`config.mk`:
```
export PLATFORM = sky130hd
export DESIGN_NAME = uart_tx_arbiter_flat
export DESIGN_NICKNAME = d
export VERILOG_FILES = /design/src/rtl/uart_tx_arbiter_pkg.sv /design/src/rtl/uart_tx_arbiter_if.sv /design/src/rtl/uart_tx_arbiter_rr.sv /design/src/rtl/uart_tx_arbiter.sv /design/src/flat_wrapper.sv
export SDC_FILE = /design/constraint.sdc
export NUM_CORES = 1
export LEC_CHECK = 0
export ABC_AREA = 1
export BUFFER_PORTS_ARGS = -buffer_cell sky130_fd_sc_hd__buf_4
export CORE_UTILIZATION = 48
export CTS_CLUSTER_DIAMETER = 50
export DETAILED_ROUTE_END_ITERATION = 10
export GPL_ROUTABILITY_DRIVEN = 0
export PLACE_DENSITY = 0.83
export SYNTH_ARGS = -nofsm -noshare
export SYNTH_HDL_FRONTEND = slang
export SYNTH_SLANG_ARGS = --single-unit
export TNS_END_PERCENT = 20
```
`constraint.sdc`:
```
create_clock -name IN_CLOCK -period 2.22 [get_ports IN_CLOCK]
set_input_delay 0.444 -clock IN_CLOCK [delete_from_list [all_inputs] [get_ports IN_CLOCK]]
set_output_delay 0.444 -clock IN_CLOCK [all_outputs]
set_load 0.01 [all_outputs]
```
`src/rtl/uart_tx_arbiter_pkg.sv`:
```
// Shared state encoding and defaults for the UART TX arbiter (package uart_arb_pkg).
// Optional packet lock is enabled with macro UART_ARB_PACKET_LOCK_EN.
package uart_arb_pkg;

    localparam logic [1:0] ST_IDLE_ENC      = 2'd0;
    localparam logic [1:0] ST_LAUNCH_ENC    = 2'd1;
    localparam logic [1:0] ST_WAIT_DONE_ENC = 2'd2;

    typedef enum logic [1:0] {
        ST_IDLE      = ST_IDLE_ENC,
        ST_LAUNCH    = ST_LAUNCH_ENC,
        ST_WAIT_DONE = ST_WAIT_DONE_ENC
    } arb_state_t;

    localparam int DEFAULT_LAUNCH_TIMEOUT = 1023;

endpackage

```
`src/rtl/uart_tx_arbiter_if.sv`:
```
// Requester and UART TX signal bundle for uart_tx_arbiter.
// IN_REQ_LAST exists only when UART_ARB_PACKET_LOCK_EN is defined.
interface uart_tx_arbiter_if
    import uart_arb_pkg::*;
#(
    parameter int NUM_REQ                  = 4,
    parameter int NUM_OF_DATA_BITS_IN_PACK = 8,
    parameter int REQ_ID_W                 = $clog2(NUM_REQ)
);
    logic [NUM_REQ-1:0]                          IN_REQ_VALID;
    logic [NUM_REQ*NUM_OF_DATA_BITS_IN_PACK-1:0] IN_REQ_DATA;
    logic [NUM_REQ-1:0]                          OUT_REQ_READY;
`ifdef UART_ARB_PACKET_LOCK_EN
    logic [NUM_REQ-1:0]                          IN_REQ_LAST;
`endif
    logic                                        OUT_UART_TX_LAUNCH;
    logic [NUM_OF_DATA_BITS_IN_PACK-1:0]         OUT_UART_TX_DATA;
    logic                                        IN_UART_TX_ACTIVE;
    logic                                        IN_UART_TX_DONE;
    logic [REQ_ID_W-1:0]                         OUT_GRANT_ID;
    logic                                        OUT_BUSY;
    logic                                        OUT_TIMEOUT_ERROR;
    logic                                        IN_CLEAR_ERROR;

    modport slave (
`ifdef UART_ARB_PACKET_LOCK_EN
        input  IN_REQ_LAST,
`endif
        input  IN_REQ_VALID, IN_REQ_DATA, IN_UART_TX_ACTIVE, IN_UART_TX_DONE, IN_CLEAR_ERROR,
        output OUT_REQ_READY, OUT_UART_TX_LAUNCH, OUT_UART_TX_DATA, OUT_GRANT_ID,
               OUT_BUSY, OUT_TIMEOUT_ERROR
    );

    modport master (
`ifdef UART_ARB_PACKET_LOCK_EN
        output IN_REQ_LAST,
`endif
        output IN_REQ_VALID, IN_REQ_DATA, IN_UART_TX_ACTIVE, IN_UART_TX_DONE, IN_CLEAR_ERROR,
        input  OUT_REQ_READY, OUT_UART_TX_LAUNCH, OUT_UART_TX_DATA, OUT_GRANT_ID,
               OUT_BUSY, OUT_TIMEOUT_ERROR
    );

endinterface

```
`src/rtl/uart_tx_arbiter_rr.sv`:
```
// Combinational round-robin picker: first asserted request at or after ptr_i, wrapping.
// Kept free of UART specifics so an RX dispatcher can reuse it.
module uart_rr_arbiter
    import uart_arb_pkg::*;
#(
    parameter int NUM_REQ  = 4,
    parameter int REQ_ID_W = $clog2(NUM_REQ)
) (
    input  logic [NUM_REQ-1:0]  req_i,
    input  logic [REQ_ID_W-1:0] ptr_i,
    output logic [NUM_REQ-1:0]  gnt_o,
    output logic [REQ_ID_W-1:0] idx_o,
    output logic                any_o
);

    always_comb begin
        int cand;
        gnt_o = '0;
        idx_o = '0;
        any_o = 1'b0;
        cand  = 0;
        for (int i = 0; i < NUM_REQ; i++) begin
            cand = int'(ptr_i) + i;
            if (cand >= NUM_REQ) cand = cand - NUM_REQ;
            if (!any_o && req_i[cand[REQ_ID_W-1:0]]) begin
                any_o                      = 1'b1;
                idx_o                      = cand[REQ_ID_W-1:0];
                gnt_o[cand[REQ_ID_W-1:0]]  = 1'b1;
            end
        end
    end

endmodule

```
`src/rtl/uart_tx_arbiter.sv`:
```
// Round-robin arbiter sharing one UART transmitter among NUM_REQ requesters.
// Define UART_ARB_PACKET_LOCK_EN to keep the grant across multi-pack packets (IN_REQ_LAST).
module uart_tx_arbiter
    import uart_arb_pkg::*;
#(
    parameter int NUM_REQ                  = 4,
    parameter int NUM_OF_DATA_BITS_IN_PACK = 8,
    parameter int LAUNCH_TIMEOUT           = DEFAULT_LAUNCH_TIMEOUT,
    parameter int REQ_ID_W                 = $clog2(NUM_REQ)
) (
    input  logic             IN_CLOCK,
    input  logic             IN_RESET_N,
    uart_tx_arbiter_if.slave bus
);

    localparam int W     = NUM_OF_DATA_BITS_IN_PACK;
    localparam int CNT_W = $clog2(LAUNCH_TIMEOUT + 1);

    arb_state_t          state_q, state_d;
    logic [REQ_ID_W-1:0] ptr_q, ptr_d;
    logic [REQ_ID_W-1:0] grant_q, grant_d;
    logic                launch_q, launch_d;
    logic [W-1:0]        data_q, data_d;
    logic                err_q, err_d;
    logic [CNT_W-1:0]    cnt_q, cnt_d;

    logic [NUM_REQ-1:0]  arb_req, arb_gnt;
    logic [REQ_ID_W-1:0] arb_ptr, arb_idx;
    logic                arb_any;

    function automatic logic [REQ_ID_W-1:0] ptr_after(input logic [REQ_ID_W-1:0] idx);
        return (int'(idx) == NUM_REQ - 1) ? '0 : idx + REQ_ID_W'(1);
    endfunction

`ifdef UART_ARB_PACKET_LOCK_EN
    logic lock_q, lock_d;

    // While a packet is open only its owner may be picked again.
    always_comb begin
        arb_req = bus.IN_REQ_VALID;
        arb_ptr = ptr_q;
        if (lock_q) begin
            arb_req = bus.IN_REQ_VALID & (NUM_REQ'(1) << grant_q);
            arb_ptr = grant_q;
        end
    end
`else
    assign arb_req = bus.IN_REQ_VALID;
    assign arb_ptr = ptr_q;
`endif

    uart_rr_arbiter #(
        .NUM_REQ  (NUM_REQ),
        .REQ_ID_W (REQ_ID_W)
    ) u_rr (
        .req_i (arb_req),
        .ptr_i (arb_ptr),
        .gnt_o (arb_gnt),
        .idx_o (arb_idx),
        .any_o (arb_any)
    );

    always_comb begin
        state_d  = state_q;
        ptr_d    = ptr_q;
        grant_d  = grant_q;
        launch_d = launch_q;
        data_d   = data_q;
        cnt_d    = cnt_q;
        err_d    = err_q;
`ifdef UART_ARB_PACKET_LOCK_EN
        lock_d   = lock_q;
`endif
        // Clear first so a timeout in the same cycle still sets the flag.
        if (bus.IN_CLEAR_ERROR) err_d = 1'b0;

        unique case (state_q)
            ST_IDLE: begin
                if (arb_any) begin
                    state_d  = ST_LAUNCH;
                    launch_d = 1'b1;
                    cnt_d    = '0;
                    grant_d  = arb_idx;
                    data_d   = bus.IN_REQ_DATA[arb_idx*W +: W];
`ifdef UART_ARB_PACKET_LOCK_EN
                    if (bus.IN_REQ_LAST[arb_idx]) begin
                        lock_d = 1'b0;
                        ptr_d  = ptr_after(arb_idx);
                    end else begin
                        lock_d = 1'b1;
                    end
`else
                    ptr_d    = ptr_after(arb_idx);
`endif
                end
            end
            ST_LAUNCH: begin
                cnt_d = cnt_q + CNT_W'(1);
                if (bus.IN_UART_TX_ACTIVE) begin
                    launch_d = 1'b0;
                    state_d  = ST_WAIT_DONE;
                end else if (cnt_d == CNT_W'(LAUNCH_TIMEOUT)) begin
                    launch_d = 1'b0;
                    err_d    = 1'b1;
                    state_d  = ST_IDLE;
`ifdef UART_ARB_PACKET_LOCK_EN
                    if (lock_q) begin
                        lock_d = 1'b0;
                        ptr_d  = ptr_after(grant_q);
                    end
`endif
                end
            end
            ST_WAIT_DONE: begin
                // Entry implies ACTIVE was high, so ACTIVE low here is its falling edge.
                if (bus.IN_UART_TX_DONE || !bus.IN_UART_TX_ACTIVE) state_d = ST_IDLE;
            end
            default: state_d = ST_IDLE;
        endcase
    end

    always_ff @(posedge IN_CLOCK or negedge IN_RESET_N) begin
        if (!IN_RESET_N) begin
            state_q  <= ST_IDLE;
            ptr_q    <= '0;
            grant_q  <= '0;
            launch_q <= 1'b0;
            data_q   <= '0;
            cnt_q    <= '0;
            err_q    <= 1'b0;
        end else begin
            state_q  <= state_d;
            ptr_q    <= ptr_d;
            grant_q  <= grant_d;
            launch_q <= launch_d;
            data_q   <= data_d;
            cnt_q    <= cnt_d;
            err_q    <= err_d;
        end
    end

`ifdef UART_ARB_PACKET_LOCK_EN
    always_ff @(posedge IN_CLOCK or negedge IN_RESET_N) begin
        if (!IN_RESET_N) lock_q <= 1'b0;
        else             lock_q <= lock_d;
    end
`endif

    assign bus.OUT_REQ_READY      = (state_q == ST_IDLE) ? arb_gnt : '0;
    assign bus.OUT_UART_TX_LAUNCH = launch_q;
    assign bus.OUT_UART_TX_DATA   = data_q;
    assign bus.OUT_GRANT_ID       = grant_q;
    assign bus.OUT_BUSY           = (state_q != ST_IDLE);
    assign bus.OUT_TIMEOUT_ERROR  = err_q;

endmodule

```
`src/flat_wrapper.sv`:
```
// flat-port wrapper written by rule: the top's interface ports become plain ports
module uart_tx_arbiter_flat import uart_arb_pkg::*;
#(
    parameter int NUM_REQ                  = 4,
    parameter int NUM_OF_DATA_BITS_IN_PACK = 8,
    parameter int LAUNCH_TIMEOUT           = DEFAULT_LAUNCH_TIMEOUT,
    parameter int REQ_ID_W                 = $clog2(NUM_REQ)
)
  (IN_CLOCK, IN_RESET_N, bus_IN_REQ_VALID, bus_IN_REQ_DATA, bus_IN_UART_TX_ACTIVE, bus_IN_UART_TX_DONE, bus_IN_CLEAR_ERROR, bus_OUT_REQ_READY, bus_OUT_UART_TX_LAUNCH, bus_OUT_UART_TX_DATA, bus_OUT_GRANT_ID, bus_OUT_BUSY, bus_OUT_TIMEOUT_ERROR);
  uart_tx_arbiter_if #(.NUM_REQ(NUM_REQ), .NUM_OF_DATA_BITS_IN_PACK(NUM_OF_DATA_BITS_IN_PACK), .REQ_ID_W(REQ_ID_W)) bus_i ();
  input  logic IN_CLOCK;
  input  logic IN_RESET_N;
  input wire logic [$bits(bus_i.IN_REQ_VALID)-1:0] bus_IN_REQ_VALID;
  input wire logic [$bits(bus_i.IN_REQ_DATA)-1:0] bus_IN_REQ_DATA;
  input wire logic [$bits(bus_i.IN_UART_TX_ACTIVE)-1:0] bus_IN_UART_TX_ACTIVE;
  input wire logic [$bits(bus_i.IN_UART_TX_DONE)-1:0] bus_IN_UART_TX_DONE;
  input wire logic [$bits(bus_i.IN_CLEAR_ERROR)-1:0] bus_IN_CLEAR_ERROR;
  output wire logic [$bits(bus_i.OUT_REQ_READY)-1:0] bus_OUT_REQ_READY;
  output wire logic [$bits(bus_i.OUT_UART_TX_LAUNCH)-1:0] bus_OUT_UART_TX_LAUNCH;
  output wire logic [$bits(bus_i.OUT_UART_TX_DATA)-1:0] bus_OUT_UART_TX_DATA;
  output wire logic [$bits(bus_i.OUT_GRANT_ID)-1:0] bus_OUT_GRANT_ID;
  output wire logic [$bits(bus_i.OUT_BUSY)-1:0] bus_OUT_BUSY;
  output wire logic [$bits(bus_i.OUT_TIMEOUT_ERROR)-1:0] bus_OUT_TIMEOUT_ERROR;
  assign bus_i.IN_REQ_VALID = bus_IN_REQ_VALID;
  assign bus_i.IN_REQ_DATA = bus_IN_REQ_DATA;
  assign bus_i.IN_UART_TX_ACTIVE = bus_IN_UART_TX_ACTIVE;
  assign bus_i.IN_UART_TX_DONE = bus_IN_UART_TX_DONE;
  assign bus_i.IN_CLEAR_ERROR = bus_IN_CLEAR_ERROR;
  assign bus_OUT_REQ_READY = bus_i.OUT_REQ_READY;
  assign bus_OUT_UART_TX_LAUNCH = bus_i.OUT_UART_TX_LAUNCH;
  assign bus_OUT_UART_TX_DATA = bus_i.OUT_UART_TX_DATA;
  assign bus_OUT_GRANT_ID = bus_i.OUT_GRANT_ID;
  assign bus_OUT_BUSY = bus_i.OUT_BUSY;
  assign bus_OUT_TIMEOUT_ERROR = bus_i.OUT_TIMEOUT_ERROR;
  uart_tx_arbiter #(.NUM_REQ(NUM_REQ), .NUM_OF_DATA_BITS_IN_PACK(NUM_OF_DATA_BITS_IN_PACK), .LAUNCH_TIMEOUT(LAUNCH_TIMEOUT), .REQ_ID_W(REQ_ID_W)) u_core (.IN_CLOCK(IN_CLOCK), .IN_RESET_N(IN_RESET_N), .bus(bus_i));
endmodule
```
* Word-level counts from Yosys, hierarchy flattened *
Index checks and enable logic that the tools add are counted.
W data, S select, Z words.

operators by class
  add/sub/neg operators = 9
  magnitude comparators = 12
  equal/unequal tests = 7
  shift-type cells = 1
  muxes and demuxes = 49
  bitwise operators = 3
  reduce and logical (&&, ||, !) cells = 19

operators by type and width
  kind                     number
  $shiftx A32 B6 Y8        1
  $mux W2                  13
  $mux W4                  5
  $pmux W10 S2             1
  $mux W1                  19
  $lt A2 B3 Y1 const B     4
  $or A4 B4 Y4             3
  $add A10 B1 Y10 const B  1
  $eq A10 B10 Y1 const B   1
  $mux W10                 1
  $ge A3 B3 Y1 const B     3
  $bmux W1 S2              4
  $demux W1 S2             4
  $ge A2 B1 Y1 const B     4
  $sub A2 B1 Y2 const B    4
  $logic_and A1 B1 Y1      7
  $add A2 B2 Y3 const B    2
  $pmux W2 S3              1
  $reduce_and A3 Y1        2
  $eq A2 B1 Y1 const B     2
  $logic_not A1 Y1         4
  $ne A2 B1 Y1 const B     2
  $reduce_and A2 Y1        2
  $reduce_bool A2 Y1       2
  8 further kinds          8

word-level totals
  register bits = 26
  bits of input ports = 41
  output and inout port bits = 17
  word-level logic and storage cells = 107

* Depth between registers and ports, before layout *
  depth after elaboration = 16
  mapped depth = 15

* By module *
Synthesis repeated with hierarchy kept, for this count alone.

unflattened totals
  cell total of the unflattened synthesis = 286
  area, all modules = 1991.9 sq um

modules (own cells, without submodules)
  module           times used  cells an instance  area each (sq um)  seq. area each (sq um)
  uart_tx_arbiter  1           212                1551.5             650.6
  uart_rr_arbiter  1           74                 440.4              0.0

* Worst setup path after synthesis *
No wires, ideal clock.

  path kind = register to output
  start = reg u_core.ptr_q[0], in the netlist u_core.arb_ptr[0]
  end = out bus_OUT_REQ_READY[3]
  arrival = 1855 ps
  slack = -79 ps
  stages on the path, launching flop included = 14
  buffers on the path = 0
  path through = dfrtp_1 > inv_2 > ha_1 > inv_1 > nand3_2 > nand2_4 > inv_4 > nor2_4 > nand2_1 > o21ai_0 > a21oi_1 > o21ai_0 > nand2_1 > inv_1

on the way
  cells in the longest elaborated chain, start to end = 15
  elaborated cells on any way between the ends = 60

ends and longest elaborated chain
  item                                                    RTL line                  RTL
  from (decl)                                             uart_tx_arbiter.sv:20     logic [REQ_ID_W-1:0] ptr_q, ptr_d;
  from (signal assigned)                                  uart_tx_arbiter.sv:133    ptr_q <= ptr_d;
  branches (longest 13 deep; another with $add A2 B1 Y3)  n/a
  $mux W4 (*)                                             uart_tx_arbiter_rr.sv:25  if (!any_o && req_i[cand[REQ_ID_W-1:0]]) begin
  $mux W4 (*)                                             uart_tx_arbiter.sv:149    assign bus.OUT_REQ_READY = (state_q == ST_IDLE) ? arb_gnt : '0;
  to (decl)                                               flat_wrapper.sv:18        output wire logic [$bits(bus_i.OUT_REQ_READY)-1:0] bus_OUT_REQ_READY;

Every way passes the cells marked *. The select of a mux whose other input is x is not followed.

* Worst setup path after layout *
  start = reg u_core.ptr_q[0], in the netlist u_core.arb_ptr[0]
  end = out bus_OUT_REQ_READY[1]

Same word-level chain as after synthesis.

==> flow_summary.yaml <==
cts:
  clockBufferDepth: 2
  cts_inserted_buffers: 3
  worstSkewPairLatency_ns: 0.27
  clk_pin_slew_worst_paths_ns: 0.09
  cts_tree: "built"
  root_buffer: "clkbuf_8"
  cts_sinks: 26
  htreeDepth: 1
route:
  drc: 0
  drtAntennaViolNets: 0
  wl_mm: 5.42
  vias_per_cell: 5.15
  firstDrtPassIters: 4
  wl_per_cell_um: 12.0
  vias: 2324
  drt_iter0_drc: 142
place:
  dpl.hpwl_mm: 3.95
  dp.cells: 442
  preCtsSetupSlack_ns: -0.0351
  portBuffers: 57
timing:
  tightest_slew_ns: 0.523
  maxSlewHeadroom_pct: 65.0
  finalCriticalPeriod_ns: 2.40
  post-route-period-util_pct: 108
  worst_hold_slack_ns: 0.0640
  hold_viol: 0
  fin_ws_ns: -0.182
  rsz0062_at_grt: "true"
  clock_skew_ns: 0.00267
  setup-violations-final: 4
  slew_viol_final: 0
  fmaxAchievable_mhz: 416
logic_synthesis:
  synthesis.instances: 330
  synth_seq_cells: 26
  ys_warn_count: 0
  synth-seq-area-share_pct: 29.0
  yosys.cell_types.count: 32
  synth_nets: 381
  synth_area_sq_um: 2240
  syn_area_per_cell_sq_um: 6.79
power_and_ir_drop:
  p_sw_share_pct: 52.6
  seq_power_share_pct: 17.6
  peakVddDrop_mv: 0.775
  p_leak_uw: 0.00159
  pwr-share-clk_pct: 6.7
  p_int_uw: 2140
  total_power_uw: 4510
  p_sw_uw: 2370
  power.density_nw_per_um2: 1540
  combPwrFrac_pct: 75.6
floorplanning:
  start_util_pct: 50.8
  die_h_um: 70.3
  ios: 58
  fp.dieW_um: 70.3
  core_area_sq_um: 4410
  die_area_sq_um: 4950
  row_count: 24
critical_path:
  slowest_delay_ns: 0.40
  startpoint_type: "flip-flop"
  cp.required_ns: 1.78
  worstPathCellList: "inv_4, ha_4, inv_4, nand3_4, nand2_4, inv_4, nor2_4, buf_4, nand3_1, o221ai_1, o21ai_0, inv_1, buf_4"
  rrSetupSlack_ns: 0.01
  r2r_end: "u_core.cnt_q[4]"
  path_max_fanout: 4
  reg2reg_from: "u_core.arb_ptr[0]"
  crit_top_cell: "inv_4"
  critPathKind: "flip-flop to primary output"
  crit_slowest_cell: "dfrtp_2"
  cp-end-kind: "primary output"
  r2r_cells: 16
  worst_ep_arrival_time_ns: 1.96
layout:
  final_common_cell: "nand2_1"
  multi_input_area_sq_um: 1340
  antenna_cells: 0
  final_cell_mix: "nand2_1 (97), buf_4 (68), inv_1 (56)"
  fin_cells: 451
  regArea_sq_um: 653
  drive_gt1_share_pct: 30.1
  area_growth_pct: 30.4
  final_nets: 451
  nFillCells: 378
run:
  max-cap-violations: 0
outcome:
  status: "finished with violations"
  failed_checks: "negative setup slack"
global_routing:
  grt_max_degree: 27
  grt_pass1_vias: 2158
  grt_usage_pct: 22.9
  grt_overflow: 0
  antenna_found_initial: 0
  grt_pass1_wl_mm: 9.38
worst_hold_path:
  min_path_type: "input pin to async pin"
[sequential cells by signal, indices dropped and copies added, names as in the netlist]
register,cells
u_core.cnt_q,10
u_core.bus.OUT_UART_TX_DATA,8
u_core.arb_ptr,2
u_core.bus.OUT_GRANT_ID,2
u_core.state_q,2
u_core.bus.OUT_TIMEOUT_ERROR,1
u_core.bus.OUT_UART_TX_LAUNCH,1
[cell families (layout without fill, tap and decap cells)]
family	Yosys count	in the layout	synth area share (%)
xor+xnor	4	4	1.56
fa+ha+maj	10	10	5.58
compound gates	28	28	9.21
flops	26	26	29.0
simple gates	191	191	41.1
buf+inv	71	140	13.5
[cell usage after synthesis, drive strengths merged]
library cell | n | area share, %
nand2 | 108 | 20
inv | 65 | 11
nand3 | 50 | 12
dfrtp | 26 | 29
nor2 | 22 | 5.2
o21ai | 11 | 2.6
ha | 10 | 5.6
buf | 6 | 2.3
o22ai | 6 | 3.3
a21oi | 5 | 1.1
nand4 | 5 | 2.3
xor2 | 4 | 1.6
or2 | 3 | 0.84
nor3 | 2 | 0.45
o221ai | 2 | 0.78
o31ai | 2 | 0.67
a21boi | 1 | 0.34
nand3b | 1 | 0.34
o211ai | 1 | 0.34
[worst max path at each step]
stage | from | endpoint | slack (ns) | cells after the start
finish | u_core.arb_ptr[0] | bus_OUT_REQ_READY[1] | -0.18 | 13
global route | u_core.arb_ptr[0] | bus_OUT_REQ_READY[3] | -0.29 | 14
CTS | u_core.arb_ptr[0] | bus_OUT_REQ_READY[3] | -0.16 | 14
detailed placement | u_core.arb_ptr[0] | bus_OUT_REQ_READY[3] | -0.04 | 14
global placement | u_core.arb_ptr[0] | bus_OUT_REQ_READY[2] | 0.05 | 14
floorplan | u_core.arb_ptr[0] | bus_OUT_REQ_READY[3] | 0.03 | 13
[power by group through the flow]
| stage | Combinational, uW | Sequential, uW | Clock [uW] |
|---|---|---|---|
| after detailed placement | 3050 | 794 | 0 |
| after global routing | 3820 | 818 | 327 |
| after CTS | 3260 | 794 | 309 |
| after floorplan | 2220 | 842 | 0 |
| final | 3410 | 797 | 304 |
| after global placement | 2980 | 798 | 0 |
[metrics by stage]
step | TNS (ns) | util (%) | cell area, sq um
3_5_place_dp | -0.0504 | 62.5 | 2760
4_1_cts | -0.590 | 65.2 | 2880
3_3_place_gp | 0 | 62.5 | 2760
5_1_grt | -2.84 | 66.2 | 2920
6_report | -0.661 | 66.2 | 2920
2_1_floorplan | 0 | - | 2250
[worst max-delay path, delay by kind of cell (launching register included)]
family / cells / cell delay, ns
buffers and inverters: 6 / 0.49
flip-flops: 1 / 0.40
adder cells (fa/ha/maj): 1 / 0.29
AND/OR/NAND/NOR: 4 / 0.26
AO/OA/AOI/OAI: 2 / 0.25
[cell type report]
class / instances / area share (%)
Sequential cell: 26 / 22.3
Timing Repair Buffer: 71 / 18.6
Inverter: 65 / 9.12
Tap cell: 52 / 2.23
Clock buffer: 4 / 1.88
Multi-Input combinational cell: 233 / 45.8
[layer usage]
layer | track usage, % | share of wire (%) | vias up
li1 | - | - | 1174
met1 | 28.8 | 42 | 1063
met2 | 41.9 | 51 | 76
met3 | 2.74 | 5.3 | 11
met4 | 4.22 | 1.4 | 0
met5 | 0 | 0 | -
[timing repair]
action / CTS / global route
endpoints found under the setup margin: 4 / 23
hold buffers: 0 / 0
resized for setup: 11 / 12
pin swaps: 4 / 6
buffers inserted: 4 / 1
Power figures use the tool's default switching activity.
